[config.mk]
export PLATFORM = sky130hd
export DESIGN_NAME = strb_debounce
export DESIGN_NICKNAME = d
export VERILOG_FILES = /design/src/rtl/strb_debounce.sv
export SDC_FILE = /design/constraint.sdc
export NUM_CORES = 1
export LEC_CHECK = 0
export BUFFER_PORTS_ARGS = -buffer_cell sky130_fd_sc_hd__buf_2
export CAP_MARGIN = 30
export CORE_MARGIN = 2
export CORE_UTILIZATION = 35
export CTS_BUF_LIST = sky130_fd_sc_hd__clkbuf_8
export CTS_CLUSTER_SIZE = 16
export DETAILED_ROUTE_END_ITERATION = 12
export HOLD_SLACK_MARGIN = 0.02
export MAX_ROUTING_LAYER = met4
export PLACE_DENSITY = 0.63
export SYNTH_ARGS = -nofsm -noshare
export SYNTH_HDL_FRONTEND = slang
export SYNTH_SLANG_ARGS = --single-unit
[constraint.sdc]
create_clock -name clk_i -period 1.2 [get_ports clk_i]
set_input_delay 0.24 -clock clk_i [delete_from_list [all_inputs] [get_ports clk_i]]
set_output_delay 0.24 -clock clk_i [all_outputs]
set_load 0.005 [all_outputs]
[src/rtl/strb_debounce.sv]
// strb_debounce: multi-channel debouncer for slow mechanical inputs.
// Each raw input is double-flopped into the clock domain. On strobe cycles it is
// compared against the channel's debounced level. A channel flips only after STABLE
// consecutive strobe samples disagree with its current level. Each flip produces a
// one-clock rise or fall pulse that is aligned with the first cycle of the new level.
module strb_debounce #(
  parameter int CH     = 4,
  parameter int STABLE = 4
) (
  input  logic          clk_i,
  input  logic          rst_i,
  input  logic          strb_i,
  input  logic [CH-1:0] raw_i,
  output logic [CH-1:0] state_o,
  output logic [CH-1:0] rise_o,
  output logic [CH-1:0] fall_o
);

  // Wide enough to hold 0..STABLE. The counter itself never exceeds STABLE-1.
  localparam int CW = $clog2(STABLE + 1);

  // Terminal count. When a disagreeing sample arrives at this count, the channel flips.
  localparam logic [CW-1:0] CNT_LAST = CW'(STABLE - 1);

  // Per-channel update result for one strobe sample.
  typedef struct packed {
    logic          state;
    logic [CW-1:0] cnt;
    logic          rise;
    logic          fall;
  } chan_upd_t;

  // Two-stage synchronizer flops. s2_q is the only value the debouncer looks at.
  logic [CH-1:0]         s1_q, s1_d;
  logic [CH-1:0]         s2_q, s2_d;

  // Debounced level, per-channel disagreement counters and registered edge pulses.
  logic [CH-1:0]         state_q, state_d;
  logic [CH-1:0][CW-1:0] cnt_q,   cnt_d;
  logic [CH-1:0]         rise_q,  rise_d;
  logic [CH-1:0]         fall_q,  fall_d;

  // One strobe sample of one channel.
  // An agreeing sample cancels any pending flip. A disagreeing sample either
  // advances the run or, on the STABLE-th consecutive disagreement, flips the level.
  function automatic chan_upd_t chan_step(input logic          samp,
                                          input logic          cur,
                                          input logic [CW-1:0] cnt);
    chan_upd_t r;
    r.state = cur;
    r.cnt   = '0;
    r.rise  = 1'b0;
    r.fall  = 1'b0;
    if (samp != cur) begin
      if (cnt == CNT_LAST) begin
        r.state = ~cur;
        r.cnt   = '0;
        r.rise  = samp;
        r.fall  = ~samp;
      end else begin
        r.cnt = cnt + CW'(1);
      end
    end
    return r;
  endfunction

  // Synchronizer shifts every clock, independent of the strobe.
  always_comb begin
    s1_d = raw_i;
    s2_d = s1_q;
  end

  // Debounce update. Level and counters hold between strobes; the pulses clear.
  always_comb begin
    chan_upd_t upd;
    state_d = state_q;
    cnt_d   = cnt_q;
    rise_d  = '0;
    fall_d  = '0;
    upd     = '0;
    if (strb_i) begin
      for (int c = 0; c < CH; c++) begin
        upd        = chan_step(s2_q[c], state_q[c], cnt_q[c]);
        state_d[c] = upd.state;
        cnt_d[c]   = upd.cnt;
        rise_d[c]  = upd.rise;
        fall_d[c]  = upd.fall;
      end
    end
  end

  // State registers. Reset clears everything, synchronizer included, so that a
  // held input must be re-synchronized and fully re-qualified after reset.
  always_ff @(posedge clk_i) begin
    if (rst_i) begin
      s1_q    <= '0;
      s2_q    <= '0;
      state_q <= '0;
      cnt_q   <= '0;
      rise_q  <= '0;
      fall_q  <= '0;
    end else begin
      s1_q    <= s1_d;
      s2_q    <= s2_d;
      state_q <= state_d;
      cnt_q   <= cnt_d;
      rise_q  <= rise_d;
      fall_q  <= fall_d;
    end
  end

  // Outputs come straight from registers.
  always_comb begin
    state_o = state_q;
    rise_o  = rise_q;
    fall_o  = fall_q;
  end

endmodule

==> flow_metrics.tcl, run 1 <==
set metrics [dict create \
    p_total_mw 2.16 \
    initial_utilization_pct 37.1 \
    numPortBuffers 18 \
    cts.repair.resized 0 \
    drc 0 \
    synth-seq-cells 32 \
    vias 888 \
    cts_setup_buffers 0 \
    p_leak_nw 0.636 \
    min_path_type "primary input to register" \
    finalSetupViolations 0 \
    grt_use_total_pct 11.9 \
    grt_pass1_wl_um 3570 \
    rows 21 \
    drv_slew 0 \
    cts_buffer_depth 2 \
    place_congestion 0.726 \
    firstDrtPassIters 4 \
    power.density_mw_per_mm2 1420 \
    path_clk_slew_ps 60 \
    worst_slew_pin_slew_ps 285 \
    ant_nets 0 \
    irDropWorstVdd_mv 0.533 \
    wl_um 2060 \
    avgSynthCellArea_um2 10.6 \
    final_common_cell "dfxtp_1" \
    cp-end-kind "register" \
    root_buffer "clkbuf_8" \
    cts_sinks 32 \
    io_pins 19 \
    worstPathRequired_ps 1400 \
    status "complete, no violations" \
    numCtsBuffers 5 \
    cp_max_fo 4 \
    fillers 325 \
    whs_path_depth 2 \
    antenna_found_initial 0 \
    nNetsFinal 154 \
    grt_max_degree 19 \
    slew_headroom_pct 80.9 \
    wl_per_cell_um 10.8 \
    postCtsHoldBufs 0 \
    drive_gt1_share_pct 27.1 \
    area_delta_synth_final_pct 21.5 \
    skew_ps 2.66 \
    grt-ovfl-total 0 \
    routed_via_density 4.67 \
    max_freq_mhz 892 \
    cts_max_level 2 \
    ys_types 20 \
    dieWidth_um 63.9 \
    cts_tree "done" \
    worst-endpoint-arrival_ps 1320 \
    clkLatencyLatePin_ps 280 \
    yosysSeqAreaShare_pct 51.0 \
    max-cap-violations 0 \
    start_kind "register" \
    yosysWarnings 0 \
    crit_type "register to register" \
    first_global_vias 852 \
    antenna_cells 0 \
    die_area_mm2 0.00408 \
    die_height_um 63.9 \
    hold_viol_final 0 \
    post-route-period-util_pct 93.4 \
    core_mm2 0.00339 \
    finalSetupTns_ps 0 \
    yosys_most_used_dff "dfxtp_1" \
    grt_setup_unrepaired "false" \
    synth_cells 118 \
    r2r_cells 4 \
    synth_edf_count 0 \
    drt_iter0_markers 24 \
    place_hpwl_um 1530 \
    synthesis.nets 129 \
    fin_crit_ps 1120 \
    async_flop_share_pct 0 \
    syn-cell-area_mm2 0.00126 \
    final_cell_mix "dfxtp_1, nand2b_1, buf_2, a21oi_1, nor2b_1" \
]
critical path, cell delays in order (launching register included):
cell,delay (ps)
dfxtp_1,330
ha_1,230
nand2b_1,180
nand3_1,120
o31ai_2,180
per-stage QoR:
step / setup WS [ps] / instances / instance area, um^2 / util, % / hold WS, ps
global placement: 154 / 182 / 1420 / 41.9 / 417
detailed placement: 85.1 / 182 / 1420 / 41.9 / 426
floorplan: 197 / 118 / 1260 / - / 368
finish: 78.8 / 190 / 1530 / 45.0 / 163
global route: 7.42 / 190 / 1530 / 45.0 / 176
CTS: 72.8 / 190 / 1530 / 45.0 / 156
where the power goes:
part / switching (mW) / internal, mW
clock network: 0.380 / 0.607
registers: 0.0104 / 1.08
logic: 0.0457 / 0.0396
total: 0.436 / 1.72
worst paths after layout:
kind	start	to	slack (ps)
setup / recovery	cnt_q[0]	cnt_q[0]	80
hold / removal	raw_i[3]	s1_q[3]	160
setup reg to reg	cnt_q[0]	cnt_q[0]	80
hold reg to reg	s1_q[3]	s2_q[3]	440
sequential cells by signal (all words and copies together), names as in the netlist:
signal	count
s1_q	4
fall_o	4
rise_o	4
cnt_q	12
state_o	4
s2_q	4
cell type report:
class	count	area, um^2	area share (%)
sequential	32	641	42.0
multi-input combinational	77	578	37.9
timing repair buffer	23	128	8.36
clock buffer	5	68.8	4.51
tap	46	57.6	3.77
clock inverter	3	38.8	2.54
inverter	4	15.0	0.984
layer usage:
| layer | part of all wire [%] | routed length [um] | global-route usage (%) | vias up |
|---|---|---|---|---|
| li1 | - | - | - | 450 |
| met1 | 41 | 852 | 11.9 | 415 |
| met2 | 51 | 1050 | 19.5 | 16 |
| met3 | 4.1 | 85 | 3.52 | 7 |
| met4 | 3.4 | 70 | 8.97 | 0 |
| met5 | 0 | 0 | - | - |
Yosys cell counts (2+ instances only):
library cell | count | share of area [%]
a21oi_1 | 11 | 4.4
buf_2 | 3 | 1.2
clkbuf_1 | 2 | 0.60
dfxtp_1 | 32 | 51
ha_1 | 4 | 4.0
inv_1 | 4 | 1.2
mux2i_1 | 4 | 3.2
nand2b_1 | 20 | 10
nand3_1 | 4 | 1.6
nand3b_1 | 4 | 2.4
nand4b_1 | 3 | 2.1
nor2_1 | 4 | 1.2
nor2b_1 | 8 | 4.0
nor4_2 | 3 | 3.0
nor4b_2 | 4 | 4.8
xor2_1 | 4 | 2.8
kinds of logic (layout without fill, tap and decap cells):
| family | count (synthesis) | after routing | synth area share, % |
|---|---|---|---|
| and+or+nand+nor | 53 | 53 | 30.7 |
| DFF | 32 | 32 | 51.0 |
| AOI/OAI and AO/OA | 12 | 12 | 5.38 |
| buffers and inverters | 9 | 35 | 2.99 |
| adders and majority gates | 4 | 4 | 3.98 |
| xor gates and xnor gates | 4 | 4 | 2.79 |
| muxes | 4 | 4 | 3.19 |
(Power assumes the default switching activity.)
==> inputs of run 2 (changes only) <==
--- a/config.mk
+++ b/config.mk
@@ -9,7 +9,7 @@
 export CAP_MARGIN = 30
 export CORE_MARGIN = 2
 export CORE_UTILIZATION = 35
-export CTS_BUF_LIST = sky130_fd_sc_hd__clkbuf_8
+export CTS_BUF_LIST = sky130_fd_sc_hd__clkbuf_4
 export CTS_CLUSTER_SIZE = 16
 export DETAILED_ROUTE_END_ITERATION = 12
 export HOLD_SLACK_MARGIN = 0.02
==> flow_metrics.tcl, run 2 (synthesized netlist as in run 1, its figures left out) <==
set metrics [dict create \
    final_common_cell "dfxtp_1" \
    grt_use_total_pct 12.1 \
    finalSetupTns_ps 0 \
    grt-ovfl-total 0 \
    area_delta_synth_final_pct 20.1 \
    start_kind "register" \
    cts_max_level 2 \
    numCtsBuffers 5 \
    cts_setup_buffers 0 \
    path_clk_slew_ps 100 \
    die_height_um 63.9 \
    max-cap-violations 0 \
    clkLatencyLatePin_ps 320 \
    wl_per_cell_um 11.1 \
    critPathTopFamily "flip-flops" \
    crit_chain "buf_2" \
    drc 0 \
    numPortBuffers 18 \
    first_global_vias 843 \
    firstDrtPassIters 4 \
    cp-end-kind "output port" \
    grt_max_degree 19 \
    slowest_delay_ps 420 \
    drive_gt1_share_pct 29.9 \
    drv_slew 0 \
    worst_slew_pin_slew_ps 269 \
    initial_utilization_pct 37.1 \
    dieWidth_um 63.9 \
    crit_type "register to output port" \
    cp_num_buf_inv 1 \
    nNetsFinal 154 \
    cts_tree "done" \
    ant_nets 0 \
    io_pins 19 \
    place_hpwl_um 1530 \
    largest_register "cnt_q" \
    core_mm2 0.00339 \
    drt_iter0_markers 32 \
    worst-endpoint-arrival_ps 880 \
    power.density_mw_per_mm2 1310 \
    die_area_mm2 0.00408 \
    slew_headroom_pct 82.0 \
    hold_viol_final 0 \
    crit_start "state_o[0]" \
    root_buffer "clkbuf_4" \
    min_path_type "primary input to register" \
    routed_via_density 4.60 \
    min_from "raw_i[3]" \
    fin_crit_ps 1120 \
    final_cell_mix "dfxtp_1, nand2b_1, buf_2, a21oi_1, nor2b_1" \
    grt_setup_unrepaired "false" \
    irDropWorstVdd_mv 0.465 \
    antenna_found_initial 0 \
    cts.repair.resized 0 \
    wl_um 2110 \
    r2r_start "state_o[0]" \
    post-route-period-util_pct 93.0 \
    cp_max_fo 5 \
    rows 21 \
    cts_sinks 32 \
    antenna_cells 0 \
    p_total_mw 1.98 \
    skew_ps 7.15 \
    finalSetupViolations 0 \
    vias 874 \
    status "complete, no violations" \
    grt_pass1_wl_um 3570 \
    postCtsHoldBufs 0 \
    worstPathRequired_ps 960 \
    place_congestion 0.726 \
    crit_slowest_cell "dfxtp_1" \
    p_leak_nw 0.624 \
    max_freq_mhz 896 \
    cts_buffer_depth 2 \
    largest_register_ffs 12 \
]
==> run 2: cell types whose count changed in the layout (fill, tap and decap cells not counted) <==
cell	previous run	this run
dfxtp_1	32	30
inv_1	5	4
nand2b_4	0	1
clkbuf_8	5	0
dfxtp_2	0	2
clkbuf_4	0	6
nand2b_1	20	19
==> run 2: per-layer routing <==
metal / global-route usage [%] / wire length, um
met5: - / 0
met4: 9.78 / 50
met3: 3.52 / 86
met2: 19.7 / 1100
met1: 11.9 / 873
==> run 2: final timing paths <==
kind	slack (ps)	cells after the start	to
max	80	1	state_o[0]
max reg2reg	130	3	cnt_q[0]
min	110	2	s1_q[3]
min reg2reg	450	1	s2_q[3]
==> run 2: metrics by stage <==
step	area (um^2)	worst slack, ps	utilization, %	hold WS [ps]	instances
CTS	1500	32.1	44.2	91.5	190
global placement	1420	154	41.9	417	182
detailed placement	1420	85.1	41.9	426	182
floorplan	1260	197	-	368	118
finish	1510	83.9	44.5	113	190
global route	1510	2.20	44.5	116	190
==> run 2: final cells by class <==
cell class	instances	area [um^2]
clock inverters	2	35.0
fillers	326	1880
flip-flops and latches	32	643
inverters	4	15.0
clock buffers	6	45.0
repair buffers	23	128
well taps	46	57.6
multi-input cells	77	586
==> run 2: where the power goes <==
group | leakage, nW | switching [mW] | internal [mW] | total, mW
Combinational | 0.318 | 0.0463 | 0.0397 | 0.0860
Sequential | 0.261 | 0.0106 | 1.08 | 1.09
Clock | 0.0456 | 0.351 | 0.459 | 0.810
==> inputs of run 3 (changes only) <==
--- a/config.mk
+++ b/config.mk
@@ -14,7 +14,8 @@
 export DETAILED_ROUTE_END_ITERATION = 12
 export HOLD_SLACK_MARGIN = 0.02
 export MAX_ROUTING_LAYER = met4
-export PLACE_DENSITY = 0.63
+export PLACE_DENSITY = 0.65
+export SLEW_MARGIN = 0
 export SYNTH_ARGS = -nofsm -noshare
 export SYNTH_HDL_FRONTEND = slang
 export SYNTH_SLANG_ARGS = --single-unit
==> constraint.sdc (replaced) <==
create_clock -name clk_i -period 1 [get_ports clk_i]
set_input_delay 0.2 -clock clk_i [delete_from_list [all_inputs] [get_ports clk_i]]
set_output_delay 0.2 -clock clk_i [all_outputs]
set_load 0.005 [all_outputs]
==> flow_metrics.tcl, run 3 (synthesized netlist as in run 1, its figures left out) <==
set metrics [dict create \
    slew_headroom_pct 86.9 \
    grt-ovfl-total 0 \
    final_cell_mix "buf_4, nand2b_1, dfxtp_1, dfxtp_2, buf_6" \
    area_delta_synth_final_pct 50.0 \
    final_common_cell "buf_4" \
    finalSetupViolations 6 \
    numPortBuffers 18 \
    nNetsFinal 173 \
    wl_per_cell_um 12.9 \
    status "finished with violations" \
    core_mm2 0.00339 \
    max_freq_mhz 913 \
    antenna_found_initial 0 \
    firstDrtPassIters 4 \
    crit_start "state_o[3]" \
    dieWidth_um 63.9 \
    crit_type "register to output port" \
    grt-busiest-layer "met2" \
    slowest_delay_ps 340 \
    post-route-period-util_pct 110 \
    r2r_start "cnt_q[10]" \
    root_buffer "clkbuf_4" \
    die_height_um 63.9 \
    crit_chain "buf_6 -> buf_6" \
    path_clk_slew_ps 100 \
    whs_path_depth 2 \
    place_congestion 0.743 \
    start_kind "register" \
    p_total_mw 2.19 \
    cts_tree "done" \
    first_global_vias 1019 \
    drt_iter0_markers 18 \
    hold_viol_final 0 \
    finalSetupTns_ps -444 \
    worst-endpoint-arrival_ps 900 \
    worstPathRequired_ps 800 \
    grt_use_total_pct 15.0 \
    die_area_mm2 0.00408 \
    violations "setup timing" \
    wl_um 2700 \
    numCtsBuffers 5 \
    grt_setup_unrepaired "true" \
    largest_register "cnt_q" \
    fin_crit_ps 1100 \
    grt_pass1_wl_um 4500 \
    fin_ws_ps -95.8 \
    worst_slew_pin_slew_ps 191 \
    drc 0 \
    largest_register_ffs 12 \
    p_leak_nw 0.724 \
    io_pins 19 \
    drive_gt1_share_pct 56.4 \
    max-cap-violations 0 \
    drv_slew 0 \
    globalRouteMet1Util_pct 16.2 \
    r2r_cells 4 \
    initial_utilization_pct 37.1 \
    critPathTopFamily "flip-flops" \
    cp-end-kind "output port" \
    cts_buffer_depth 2 \
    min_path_type "primary input to register" \
    cts_max_level 2 \
    cp_num_buf_inv 2 \
    power.density_mw_per_mm2 1160 \
    grt_max_degree 19 \
    crit_cells 2 \
    grtUsageMet3_pct 5.99 \
    routed_via_density 4.67 \
    reg2reg_slack_ps -40 \
    skew_ps 6.59 \
    use_met2_pct 23.6 \
    postCtsHoldBufs 0 \
    cp_max_fo 2 \
    cp-endpoint "state_o[3]" \
    cts_sinks 32 \
    antenna_cells 0 \
    r2r-end "state_o[3]" \
    irDropWorstVdd_mv 0.695 \
    rows 21 \
    place_hpwl_um 1660 \
    crit_path_frequent_cell "buf_6" \
    vias 977 \
    crit_slowest_cell "dfxtp_2" \
    pre_cts_slack_ps -62.7 \
    clkLatencyLatePin_ps 340 \
    ant_nets 0 \
]
-- run 3: changes by cell type in the layout (fill, tap and decap cells not counted), sizes merged --
cell | previous run | this run
buf | 23 | 42
bufinv | 1 | 0
clkbuf | 6 | 7
-- run 3: area by class of cell --
class | instances | area, um^2
Timing Repair Buffer | 42 | 334
Fill cell | 271 | 1510
Tap cell | 46 | 57.6
Clock buffer | 7 | 52.6
Inverter | 4 | 15.0
Sequential cell | 32 | 663
Clock inverter | 1 | 3.75
Multi-Input combinational cell | 77 | 758
-- run 3: worst min path at each step --
| stage | startpoint | endpoint | slack (ps) |
|---|---|---|---|
| global placement | raw_i[3] | s1_q[3] | 410 |
| detailed placement | raw_i[0] | s1_q[0] | 420 |
| global route | raw_i[0] | s1_q[0] | 50 |
| finish | raw_i[0] | s1_q[0] | 70 |
| floorplan | raw_i[0] | s1_q[0] | 330 |
| CTS | raw_i[0] | s1_q[0] | 50 |
-- run 3: routing by layer --
metal | routed length (um) | share of wire, %
met1 | 1200 | 45
met2 | 1300 | 48
met3 | 121 | 4.5
met4 | 79 | 2.9
met5 | 0 | 0
-- run 3: report_power, final --
part	internal (mW)	leakage (nW)	switching, mW
registers	1.29	0.268	0.0178
logic	0.0653	0.423	0.0684
clock network	0.324	0.0338	0.427
-- run 3: timing repair --
| action | in CTS | in global routing |
|---|---|---|
| endpoints found under the setup margin | 18 | 27 |
| resized for setup | 29 | 27 |
| pin swaps | 2 | 11 |
| buffers inserted | 9 | 0 |
-- run 3: per-stage QoR --
step	area, um^2	hold slack [ps]	std cells	utilization, %
after CTS	1750	46.5	209	51.8
final	1880	67.0	209	55.6
after floorplan	1260	328	118	-
after detailed placement	1490	418	192	44.1
after global placement	1490	412	192	44.1
after global routing	1880	52.5	209	55.6
